===== src/rtl/ldm_stm_mem_transfer_sequencer.sv =====
// Memory-side LDM/STM sequencer: walks the latched register list lowest-first,
// issuing one word request per set bit, then reports the final base for write-back.
//
// state    | meaning
// ---------+-----------------------------------------------------------
// ST_IDLE  | waiting for start_in; all outputs low
// ST_SETUP | compute transfer count, start address and final base
// ST_XFER  | present request for lowest remaining register until acked
// ST_DONE  | one-cycle done pulse, optional base write-back
module ldm_stm_mem_transfer_sequencer #(
    parameter int ADDR_WIDTH = 32,
    parameter int WORD_BYTES = 4
) (
    input  logic                  clk_in,
    input  logic                  reset_in,
    input  logic                  start_in,
    input  logic [15:0]           reg_list_in,
    input  logic [ADDR_WIDTH-1:0] base_addr_in,
    input  logic                  p_bit_in,
    input  logic                  u_bit_in,
    input  logic                  w_bit_in,
    input  logic                  l_bit_in,
    input  logic                  mem_ack_in,
    output logic                  mem_req_out,
    output logic [ADDR_WIDTH-1:0] mem_addr_out,
    output logic                  mem_we_out,
    output logic [3:0]            reg_addr_out,
    output logic                  reg_wr_en_out,
    output logic                  busy_out,
    output logic                  done_out,
    output logic                  wb_en_out,
    output logic [ADDR_WIDTH-1:0] wb_addr_out
);

    typedef enum logic [1:0] {ST_IDLE, ST_SETUP, ST_XFER, ST_DONE} state_t;

    localparam logic [ADDR_WIDTH-1:0] STEP = ADDR_WIDTH'(WORD_BYTES);

    state_t                state, state_nxt;
    logic [15:0]           list_q;
    logic [ADDR_WIDTH-1:0] base_q;
    logic [ADDR_WIDTH-1:0] addr_q;
    logic [ADDR_WIDTH-1:0] final_q;
    logic                  p_q, u_q, w_q, l_q;

    logic [4:0]            n_cnt;
    logic [3:0]            low_idx;
    logic [15:0]           list_clr;
    logic [ADDR_WIDTH-1:0] span;
    logic [ADDR_WIDTH-1:0] start_addr;

    // Scanning high to low leaves low_idx on the lowest set bit.
    always_comb begin
        n_cnt   = '0;
        low_idx = '0;
        for (int i = 15; i >= 0; i--) begin
            if (list_q[i]) begin
                n_cnt   = n_cnt + 5'd1;
                low_idx = 4'(i);
            end
        end
    end

    assign list_clr = list_q & ~(16'd1 << low_idx);
    assign span     = ADDR_WIDTH'(n_cnt) * STEP;

    always_comb begin
        case ({p_q, u_q})
            2'b01:   start_addr = base_q;
            2'b11:   start_addr = base_q + STEP;
            2'b00:   start_addr = base_q - span + STEP;
            default: start_addr = base_q - span;
        endcase
    end

    always_ff @(posedge clk_in) begin
        if (reset_in) begin
            state <= ST_IDLE;
        end else begin
            state <= state_nxt;
        end
    end

    always_ff @(posedge clk_in) begin
        if (reset_in) begin
            list_q  <= '0;
            base_q  <= '0;
            addr_q  <= '0;
            final_q <= '0;
            p_q     <= 1'b0;
            u_q     <= 1'b0;
            w_q     <= 1'b0;
            l_q     <= 1'b0;
        end else begin
            case (state)
                ST_IDLE: begin
                    if (start_in) begin
                        list_q <= reg_list_in;
                        base_q <= base_addr_in;
                        p_q    <= p_bit_in;
                        u_q    <= u_bit_in;
                        w_q    <= w_bit_in;
                        l_q    <= l_bit_in;
                    end
                end
                ST_SETUP: begin
                    addr_q  <= start_addr;
                    final_q <= u_q ? (base_q + span) : (base_q - span);
                end
                ST_XFER: begin
                    if (mem_ack_in) begin
                        list_q <= list_clr;
                        addr_q <= addr_q + STEP;
                    end
                end
                default: ;
            endcase
        end
    end

    always_comb begin
        state_nxt = state;
        case (state)
            ST_IDLE:  if (start_in) state_nxt = ST_SETUP;
            ST_SETUP: state_nxt = (list_q == '0) ? ST_DONE : ST_XFER;
            ST_XFER:  if (mem_ack_in && list_clr == '0) state_nxt = ST_DONE;
            default:  state_nxt = ST_IDLE;
        endcase
    end

    always_comb begin
        mem_req_out  = 1'b0;
        mem_addr_out = '0;
        mem_we_out   = 1'b0;
        reg_addr_out = '0;
        done_out     = 1'b0;
        wb_en_out    = 1'b0;
        wb_addr_out  = '0;
        busy_out     = (state != ST_IDLE);
        case (state)
            ST_XFER: begin
                mem_req_out  = 1'b1;
                mem_addr_out = addr_q;
                mem_we_out   = ~l_q;
                reg_addr_out = low_idx;
            end
            ST_DONE: begin
                done_out    = 1'b1;
                wb_en_out   = w_q;
                wb_addr_out = final_q;
            end
            default: ;
        endcase
    end

    assign reg_wr_en_out = mem_req_out & mem_ack_in & l_q;

endmodule


===== config.mk =====
export PLATFORM = sky130hd
export DESIGN_NAME = ldm_stm_mem_transfer_sequencer
export DESIGN_NICKNAME = d
export VERILOG_FILES = /design/src/rtl/ldm_stm_mem_transfer_sequencer.sv
export SDC_FILE = /design/constraint.sdc
export NUM_CORES = 1
export LEC_CHECK = 0
export BUFFER_PORTS_ARGS = -buffer_cell sky130_fd_sc_hd__buf_4
export CAP_MARGIN = 20
export CORE_AREA = 2 2 154 156
export CTS_CLUSTER_SIZE = 24
export DETAILED_ROUTE_END_ITERATION = 6
export DIE_AREA = 0 0 156 158
export HOLD_SLACK_MARGIN = 0.08
export PLACE_DENSITY = 0.69
export SYNTH_ARGS = -nofsm -noshare
export SYNTH_HDL_FRONTEND = slang
export SYNTH_SLANG_ARGS = --single-unit

===== constraint.sdc =====
create_clock -name clk_in -period 38.3 [get_ports clk_in]
set_input_delay 3.83 -clock clk_in [delete_from_list [all_inputs] [get_ports clk_in]]
set_output_delay 3.83 -clock clk_in [all_outputs]
set_load 0.005 [all_outputs]

==> results of run 1 <==
-- metrics by stage --
stage	instances	cell area, sq um	hold WS (ns)	util (%)	setup WS (ns)
detailed placement	1929	12300	0.452	53.2	25.33
floorplan	1617	11300	0.432	-	26.22
global route	1961	12800	0.480	55.5	24.08
finish	1961	12800	0.454	55.5	25.18
global placement	1929	12300	0.438	53.2	25.74
CTS	1961	12800	0.461	55.5	25.28
-- worst reg2reg max path: cells and delay by family, from the launching register on --
kind            cells  cell delay, ns
simple gates       15            3.64
flops               1            0.44
xor+xnor            7            1.47
mux                 2            0.59
compound gates     18            3.50
fa+ha+maj           9            2.91
buf+inv             4            0.46
-- flip-flops by register name (all words and copies together), names as in the netlist --
signal / count
addr_q: 32
base_q: 32
final_q: 32
list_q: 16
state: 2
l_q: 1
p_q: 1
u_q: 1
w_q: 1
-- cells in the mapped netlist (22+ instances only) --
master and count:
xnor2_1 75, xor2_1 51, or3_1 24, clkbuf_1 102, a211oi_1 28, mux2i_1 44
a21oi_1 161, nor2_1 165, nand4_1 22, nand2_1 216, nor3_1 52, dfxtp_1 118
nand3_1 49, o21ai_0 73, ha_1 37, and2_1 66, inv_1 41
-- metal layers --
layer  wire [um]  up-vias  share of wire, %
met2       14800      471                42
met3        2740       37               7.7
met1       17300     5416                49
li1            -     5793                 -
met5           0        -                 0
met4         579        0               1.6
-- logic make-up after synthesis --
family / count (synthesis) / synth area share, %
and+or+nand+nor: 684 / 28.8
DFF: 118 / 20.9
AOI/OAI and AO/OA: 424 / 23.8
adders and majority gates: 40 / 4.55
muxes: 49 / 4.40
xor gates and xnor gates: 136 / 11.9
buffers and inverters: 166 / 5.71
-- area by class of cell --
| type | count | area share, % |
|---|---|---|
| clock inverter | 13 | 0.752 |
| tap | 290 | 2.83 |
| inverter | 45 | 1.36 |
| clock buffer | 19 | 3.54 |
| timing repair buffer | 143 | 8.38 |
| multi-input combinational | 1333 | 64.7 |
| sequential | 118 | 18.4 |
-- how the worst min path moves through the flow --
| stage | start | to | slack (ns) |
|---|---|---|---|
| CTS | w_q | w_q | 0.46 |
| finish | w_q | w_q | 0.45 |
| detailed placement | w_q | w_q | 0.45 |
| floorplan | w_q | w_q | 0.43 |
| global placement | w_q | w_q | 0.44 |
| global route | w_q | w_q | 0.48 |
==> results.md, run 1 <==
- Number of synthesized flops with an enable pin: 0
- Critical path class: flop to flop
- Buffers plus inverters on the worst setup path: 4
- R2r setup slk: 25.18 ns
- First drt pass iteration count: 6
- Unrepaired setup endpoints after global routing: no
- Worst Skew: ~0.013 ns
- Yosys warns: 0
- Top FF cell, synth: dfxtp_1
- Final ANT Viol Nets: 0
- Clk slew on worst S/H paths: ~0.060 ns
- Ys async rst share: 0%
- Post-CTS Setup Inserts: 0
- Post-synth top area cell: dfxtp_1
- Via-to-Cell Ratio: around 6
- Worst setup endpoint: addr_q[19]
- # diodes: 0
- Avg Inst Size Synth: about 7.0 sq um
- Hold path depth: 2
- Mapped Cells: between 1,500 and 2,000
- Cell area after synthesis: between 10,000 and 15,000 sq um
- Worst endpoint required time: slightly below 40 ns
- Commonest non-fill, non-tap cell in the layout: nand2_1
- GPL Wtd Cong: slightly above 0.9
- Minimum clock period: 13.12 ns
- Grt peak-use layer: met1
- MaxCap Viol Count: 0
- CP Max Fanout: 10
- Sequential area share after synthesis: 20.9%
- Core box area: approximately 23,000 sq um
- Clk Latency, worst-skew pair: about 0.43 ns
- Num rows: 56
- CTS tree: yes
- Synthesis-to-finish area growth: 13.5%
- Cell family with most CP delay: simple AND/OR/NAND/NOR gates
- Reg2Reg Capture Point: addr_q[19]
- Sink Count: about 120
- Reg2Reg Depth: 55
- Htree depth: 4
- Status: complete, no violations
- Final slew viol count: 0
- Syn nets: approximately 1,700
- Layout Nets: approximately 1,800
- Count of cell types in the netlist: 83
- GRT met3 Usage: 4.41%
- Seq cells post-synth: around 120
- WL per Instance: about 18 um
- Worst r2r src: list_q[15]
- Final wirelength: between 30 and 40 mm
- Clock buffer depth: 2
- Vias: about 12,000
- WP data arrival: between 10 and 15 ns
- Detailed placement HPWL: between 20 and 30 mm
- Ports: 130
- Cts repair resizes: 0
- Layout cells sized above 1: approximately an eighth
- Crit. path cell count: 55
- Crit path capture type: flop
- Area contributors post-synth: dfxtp_1, nand2_1, a21oi_1
- CTS Hold Bufs: 0
- Max incr delay on CP: around 0.52 ns
- CTS root buf: clkbuf_16
- Total global-route track usage: about 28%
- Post-synth top area share: a little over a fifth
- Sequential cell area: between 2000 and 2500 sq um
- Final setup fails: 0
- CP Launch Point: list_q[15]
- Die Wd: 156 um
- Initial antenna violation count: 0
- Worst slew margin: between 30% and 40%
- Pin count of the biggest net entering global routing: 94
- Die Ht: 158 um
- M2 GR Usage: about two fifths
- Starting Density: approximately half
- 1st-iter DRT viols: roughly 1,200
- Die area: around 25,000 sq um
- Class of the worst hold path: flop to flop
- Commonest non-fill, non-tap cells in the layout: nand2_1, nor2_1, a21oi_1
- Area of the multi-input gates: a little over 8000 sq um
- CTS Buf Count: 17
- First-pass GRT wire length: ~56 mm
- Met1 GRT Util: 42.6%
- Final Cycle Share: 34.3%
- Fmax: roughly 0.076 GHz
- I/O Buffers: around 130
- TNS Setup: 0 ns
- Hold Vio Cnt, Final: 0
- Slowest CP cell: or3_1
- DRC violation count after routing: 0
- CP most frequent cell: ha_1
- Worst-Margin Slew: a little under 1 ns
- Filler Cell Count: 2,245
- CP Launch Type: flop
- Remaining global-route overflow: 0
- Vias in the first global route: 10,400
Power of run 1 is left out: the tool's default activity adds up to more than one toggle a clock period on the data nets, which glitch-free logic cannot reach.
==> run 2: changes to the inputs <==
--- a/config.mk
+++ b/config.mk
@@ -12,7 +12,7 @@
 export DETAILED_ROUTE_END_ITERATION = 6
 export DIE_AREA = 0 0 156 158
 export HOLD_SLACK_MARGIN = 0.08
-export PLACE_DENSITY = 0.69
+export PLACE_DENSITY = 0.72
 export SYNTH_ARGS = -nofsm -noshare
 export SYNTH_HDL_FRONTEND = slang
 export SYNTH_SLANG_ARGS = --single-unit
==> constraint.sdc (replaced) <==
create_clock -name clk_in -period 11.56 [get_ports clk_in]
set_input_delay 1.156 -clock clk_in [delete_from_list [all_inputs] [get_ports clk_in]]
set_output_delay 1.156 -clock clk_in [all_outputs]
set_load 0.005 [all_outputs]
==> run 2 against run 1 <==
Effect of this change:
- final cell count up 3.2%
- non-clock buffer count is 62 higher
- worst setup slack worse by 25 ns
- design area increased by 7.5%
- core utilization up 4.2 points
- critical path depth increased by 1
- clock skew decreased by 0.0018 ns
- sequential share of layout area down 1.3 points
- highest routed layer unchanged
==> results.md, run 2 (synthesis gave the netlist of run 1 again) <==
- Final setup fails: 0 (unchanged)
- Slowest CP cell: or3_4
- CP Launch Type: flop
- Setup ws final: 0.342 ns (-24.84 ns)
- Ports: 130 (unchanged)
- Starting Density: 48.9% (unchanged)
- I/O Buffers: 129 (unchanged)
- First-pass GRT wire length: 57.6 mm (+2.9%)
- Die Wd: 156 um (unchanged)
- CTS Buf Count: 17 (unchanged)
- Placement Cell Area: 12,700 sq um (+3.3%)
- TNS Setup: 0 ns (unchanged)
- # diodes: 0 (unchanged)
- Clk Latency, worst-skew pair: 0.43 ns (about the same)
- Via-to-Cell Ratio: 6.03 (+1.0%)
- Clk slew on worst S/H paths: 0.07 ns (about the same)
- Minimum clock period: 11.22 ns (-1.90 ns)
- Fmax: 0.0891 GHz (+17%)
- Worst endpoint required time: 11.88 ns (-26.73 ns)
- Max incr delay on CP: 0.40 ns (-0.12 ns)
- Worst slew margin: 29.3% (-4.7 points)
- Worst slack, placed: 0.0204 ns (-25.31 ns)
- Status: complete, no violations
- Crit. path cell count: 56 (+1.8%)
- R2r setup slk: 0.34 ns (-24.84 ns)
- Final wirelength: 37.0 mm (+4.6%)
- Final Cycle Share: 97.0% (+63 points)
- Vias: 12,200 (+4.2%)
- Remaining global-route overflow: 0 (unchanged)
- Hold Vio Cnt, Final: 0 (unchanged)
- GPL Wtd Cong: 0.949 (+3.5%)
- Worst r2r src: list_q[15]
- CTS tree: yes
- Pin count of the biggest net entering global routing: 72 (-23%)
- Die area: 24,600 sq um (unchanged)
- Worst-Margin Slew: 1.06 ns (+0.0745 ns)
- Reg2Reg Capture Point: addr_q[23]
- Fin area: 13,800 sq um (+7.5%)
- DRC violation count after routing: 0 (unchanged)
- Commonest non-fill, non-tap cells in the layout: nand2_1, buf_4, nor2_1
- Class of the worst hold path: flop to flop
- Crit path capture type: flop
- Total global-route track usage: 29.1% (+0.78 points)
- CP most frequent cell: ha_4
- Worst Skew: 0.0112 ns (-0.00179 ns)
- Commonest non-fill, non-tap cell in the layout: nand2_1
- Die Ht: 158 um (unchanged)
- Final slew viol count: 0 (unchanged)
- WP data arrival: 11.54 ns (-1.89 ns)
- CTS Hold Bufs: 0 (unchanged)
- Cell family with most CP delay: simple AND/OR/NAND/NOR gates
- Layout Nets: 1,815 (+3.5%)
- CP Max Fanout: 5 (-5)
- Detailed placement HPWL: 26.4 mm (+4.9%)
- Num rows: 56 (unchanged)
- Reg2Reg Depth: 56 (+1.8%)
- CP Launch Point: list_q[15]
- Worst setup endpoint: addr_q[23]
- CTS root buf: clkbuf_16
- Buffers plus inverters on the worst setup path: 6 (+2)
- Initial antenna violation count: 0 (unchanged)
- WL per Instance: 18.3 um (+1.4%)
- Sink Count: 118 (unchanged)
- Core box area: 23,100 sq um (unchanged)
- Layout cells sized above 1: 19.2% (+6.3 points)
- Critical path class: flop to flop
- First drt pass iteration count: 5 (-1)
- Synthesis-to-finish area growth: 22.0%
- MaxCap Viol Count: 0 (unchanged)
- Top Registers: addr_q (32), base_q (32), final_q (32)
- Final ANT Viol Nets: 0 (unchanged)
- Htree depth: 4 (unchanged)
- 1st-iter DRT viols: 1,364 (+12%)
- Vias in the first global route: 10,700 (+2.6%)
- Clock buffer depth: 2 (unchanged)
run 2: worst min path at each step:
| stage | to | slack, ns | depth (start not counted) | start |
|---|---|---|---|---|
| after floorplan | w_q | 0.43 | 2 | w_q |
| after global placement | w_q | 0.44 | 2 | w_q |
| after CTS | w_q | 0.46 | 2 | w_q |
| after global routing | w_q | 0.48 | 2 | w_q |
| after detailed placement | w_q | 0.45 | 2 | w_q |
| final | w_q | 0.46 | 2 | w_q |
run 2: through the flow:
stage	hold slack [ns]	cells	utilization, %
finish	0.456	2023	59.7
global route	0.478	2023	59.7
CTS	0.461	2008	57.9
detailed placement	0.452	1976	54.9
global placement	0.438	1976	54.9
floorplan	0.432	1617	-
run 2: final cells by class:
class,count,area [sq um]
well taps,290,363
inverters,45,174
flip-flops and latches,118,2360
clock inverters,13,218
multi-input cells,1333,8650
clock buffers,19,453
fillers,2163,9290
repair buffers,205,1540
run 2: what timing repair did:
item	in CTS	in global routing
gates resized for setup	3	57
pin swaps	1	42
setup buffers	0	15
setup endpoints to repair	6	35
run 2: metal layers:
layer	track usage, %	routed length [um]	vias up
met1	42.8	17300	5630
met3	5.31	3120	65
li1	-	-	5938
met5	0	0	-
met4	7.78	780	0
met2	43.5	15800	575
run 2: worst register-to-register path, delay by kind of cell, from the launching register on:
family / cells / cell delay [ns]
simple gates: 18 / 3.79
buf+inv: 6 / 0.69
flops: 1 / 0.34
mux: 3 / 0.80
fa+ha+maj: 9 / 2.37
xor+xnor: 8 / 1.35
compound gates: 12 / 1.79
Power of run 2 is left out for the same reason.
==> run 3: changes to the inputs <==
--- a/config.mk
+++ b/config.mk
@@ -13,6 +13,8 @@
 export DIE_AREA = 0 0 156 158
 export HOLD_SLACK_MARGIN = 0.08
 export PLACE_DENSITY = 0.72
+export RECOVER_POWER = 25
+export SLEW_MARGIN = 0
 export SYNTH_ARGS = -nofsm -noshare
 export SYNTH_HDL_FRONTEND = slang
 export SYNTH_SLANG_ARGS = --single-unit
==> run 3 against run 2 <==
Effect of this change:
- largest cell class unchanged
- non-clock buffer count unchanged
- the run now ends with capacitance limit, slew limit left
- sequential share of layout area about the same
- worst setup slack gained 0.0033 ns
- register-to-register slack about the same
- via count fell by 0.30%
- clock skew is essentially flat
- wire length fell by 0.24%
- first-iteration DRC count is 3.7% lower
- count of clock-buffer cells in the layout unchanged
- worst hold slack better by 0.0023 ns
- core utilization shrank 0.060 points
==> results.md, run 3 (synthesis gave the netlist of run 1 again) <==
- Status: finished with violations
- Failing checks: capacitance limit, slew limit
- Vias: 12,200 (-0.30%)
- Final ANT Viol Nets: 0 (unchanged)
- Layout cells sized above 1: 19.0% (-0.23 points)
- Final slew viol count: 92 (+92)
- Minimum clock period: 11.21 ns (-0.00329 ns)
- DRC violation count after routing: 0 (unchanged)
- Pin count of the biggest net entering global routing: 72 (unchanged)
- Worst slack, placed: 0.0204 ns (unchanged)
- Final setup fails: 0 (unchanged)
- Commonest non-fill, non-tap cells in the layout: nand2_1, buf_4, nor2_1
- CTS tree: yes
- Total global-route track usage: 29.1% (unchanged)
- Slowest CP cell: or3_4
- Critical path class: flop to flop
- GPL Wtd Cong: 0.949 (unchanged)
- Worst endpoint required time: 11.89 ns (about the same)
- Max incr delay on CP: 0.40 ns (about the same)
- Num rows: 56 (unchanged)
- Setup ws final: 0.346 ns (+0.00329 ns)
- Core box area: 23,100 sq um (unchanged)
- MaxCap Viol Count: 2 (+2)
- Non-Filler Instances: 2,023 (unchanged)
- CTS Hold Bufs: 0 (unchanged)
- Initial antenna violation count: 0 (unchanged)
- Die area: 24,600 sq um (unchanged)
- Crit path capture type: flop
- Clk Latency, worst-skew pair: 0.43 ns (about the same)
- 1st-iter DRT viols: 1,313 (-3.7%)
- Worst slew margin: -48.2% (-78 points)
- CTS root buf: clkbuf_16
- First-pass GRT wire length: 57.6 mm (unchanged)
- Fmax: 0.0892 GHz (about the same)
- First drt pass iteration count: 5 (unchanged)
- Commonest non-fill, non-tap cell in the layout: nand2_1
- Die Wd: 156 um (unchanged)
- CP most frequent cell: ha_4
- Sink Count: 118 (unchanged)
- Final Cycle Share: 97.0% (about the same)
- Fin util: 59.6% (about the same)
- WL per Instance: 18.2 um (-0.24%)
- Remaining global-route overflow: 0 (unchanged)
- Top Registers: addr_q (32), base_q (32), final_q (32)
- Starting Density: 48.9% (unchanged)
- Class of the worst hold path: flop to flop
- Die Ht: 158 um (unchanged)
- CP Launch Type: flop
- Post-placement cell count: 1,976 (unchanged)
- WHS: 0.458 ns (+0.00226 ns)
- Hold Vio Cnt, Final: 0 (unchanged)
- Ports: 130 (unchanged)
- Via-to-Cell Ratio: 6.02 (-0.30%)
- CTS Buf Count: 17 (unchanged)
- Detailed placement HPWL: 26.4 mm (unchanged)
- Worst Skew: 0.0117 ns (+0.000488 ns)
- Clock buffer depth: 2 (unchanged)
- Htree depth: 4 (unchanged)
- Synthesis-to-finish area growth: 21.9%
- Worst-Margin Slew: 2.22 ns (+1.17 ns)
- Clk slew on worst S/H paths: 0.07 ns (about the same)
- # diodes: 0 (unchanged)
- Final wirelength: 36.9 mm (-0.24%)
- CP Max Fanout: 5 (unchanged)
- I/O Buffers: 129 (unchanged)
- WP data arrival: 11.54 ns (about the same)
- Layout Nets: 1,815 (unchanged)
- Vias in the first global route: 10,700 (unchanged)
[run 3: cell types whose count changed in the layout (fill, tap and decap cells not counted)]
cell      delta
and2_0       +2
ha_2         -1
and2_1       -2
clkbuf_4     +2
clkbuf_1     +3
ha_1         +1
buf_4        -5
[run 3: layer usage]
metal / GRT usage [%] / wire, um / vias to the layer above / part of all wire [%]
met1: 42.8 / 17400 / 5637 / 47
met5: 0 / 0 / - / 0
met2: 43.5 / 15800 / 549 / 43
met4: 7.78 / 726 / 0 / 2.0
li1: - / - / 5923 / -
met3: 5.31 / 2920 / 62 / 7.9
[run 3: critical path, delay by kind of cell, from the launching register on]
kind | cells | cell delay [ns]
xor+xnor | 8 | 1.35
buf+inv | 6 | 0.69
mux | 3 | 0.79
simple gates | 18 | 3.77
fa+ha+maj | 9 | 2.37
compound gates | 12 | 1.79
flops | 1 | 0.34
[run 3: layout make-up]
cell class / count / area (sq um)
clock buffer: 19 / 453
multi-input combinational: 1333 / 8650
sequential: 118 / 2360
fill: 2165 / 9300
tap: 290 / 363
clock inverter: 13 / 218
inverter: 45 / 174
timing repair buffer: 205 / 1530
[run 3: timing repair]
item | 4_1_cts | 5_1_grt
setup endpoints to repair | 6 | 35
gates resized for setup | 3 | 57
pin swaps | 1 | 42
setup buffers | 0 | 15
[run 3: final timing paths]
path / endpoint / slack (ns) / depth (start not counted) / startpoint
setup / recovery: addr_q[23] / 0.35 / 56 / list_q[15]
setup reg to reg: addr_q[23] / 0.35 / 56 / list_q[15]
hold / removal: w_q / 0.46 / 2 / w_q
hold reg to reg: w_q / 0.46 / 2 / w_q
[run 3: per-stage QoR]
step / setup TNS [ns] / area, sq um
6_report: 0 / 13700
5_1_grt: -1.01 / 13700
4_1_cts: 0 / 13300
3_5_place_dp: 0 / 12700
3_3_place_gp: 0 / 12700
2_1_floorplan: 0 / 11300
Power of run 3 is left out for the same reason.
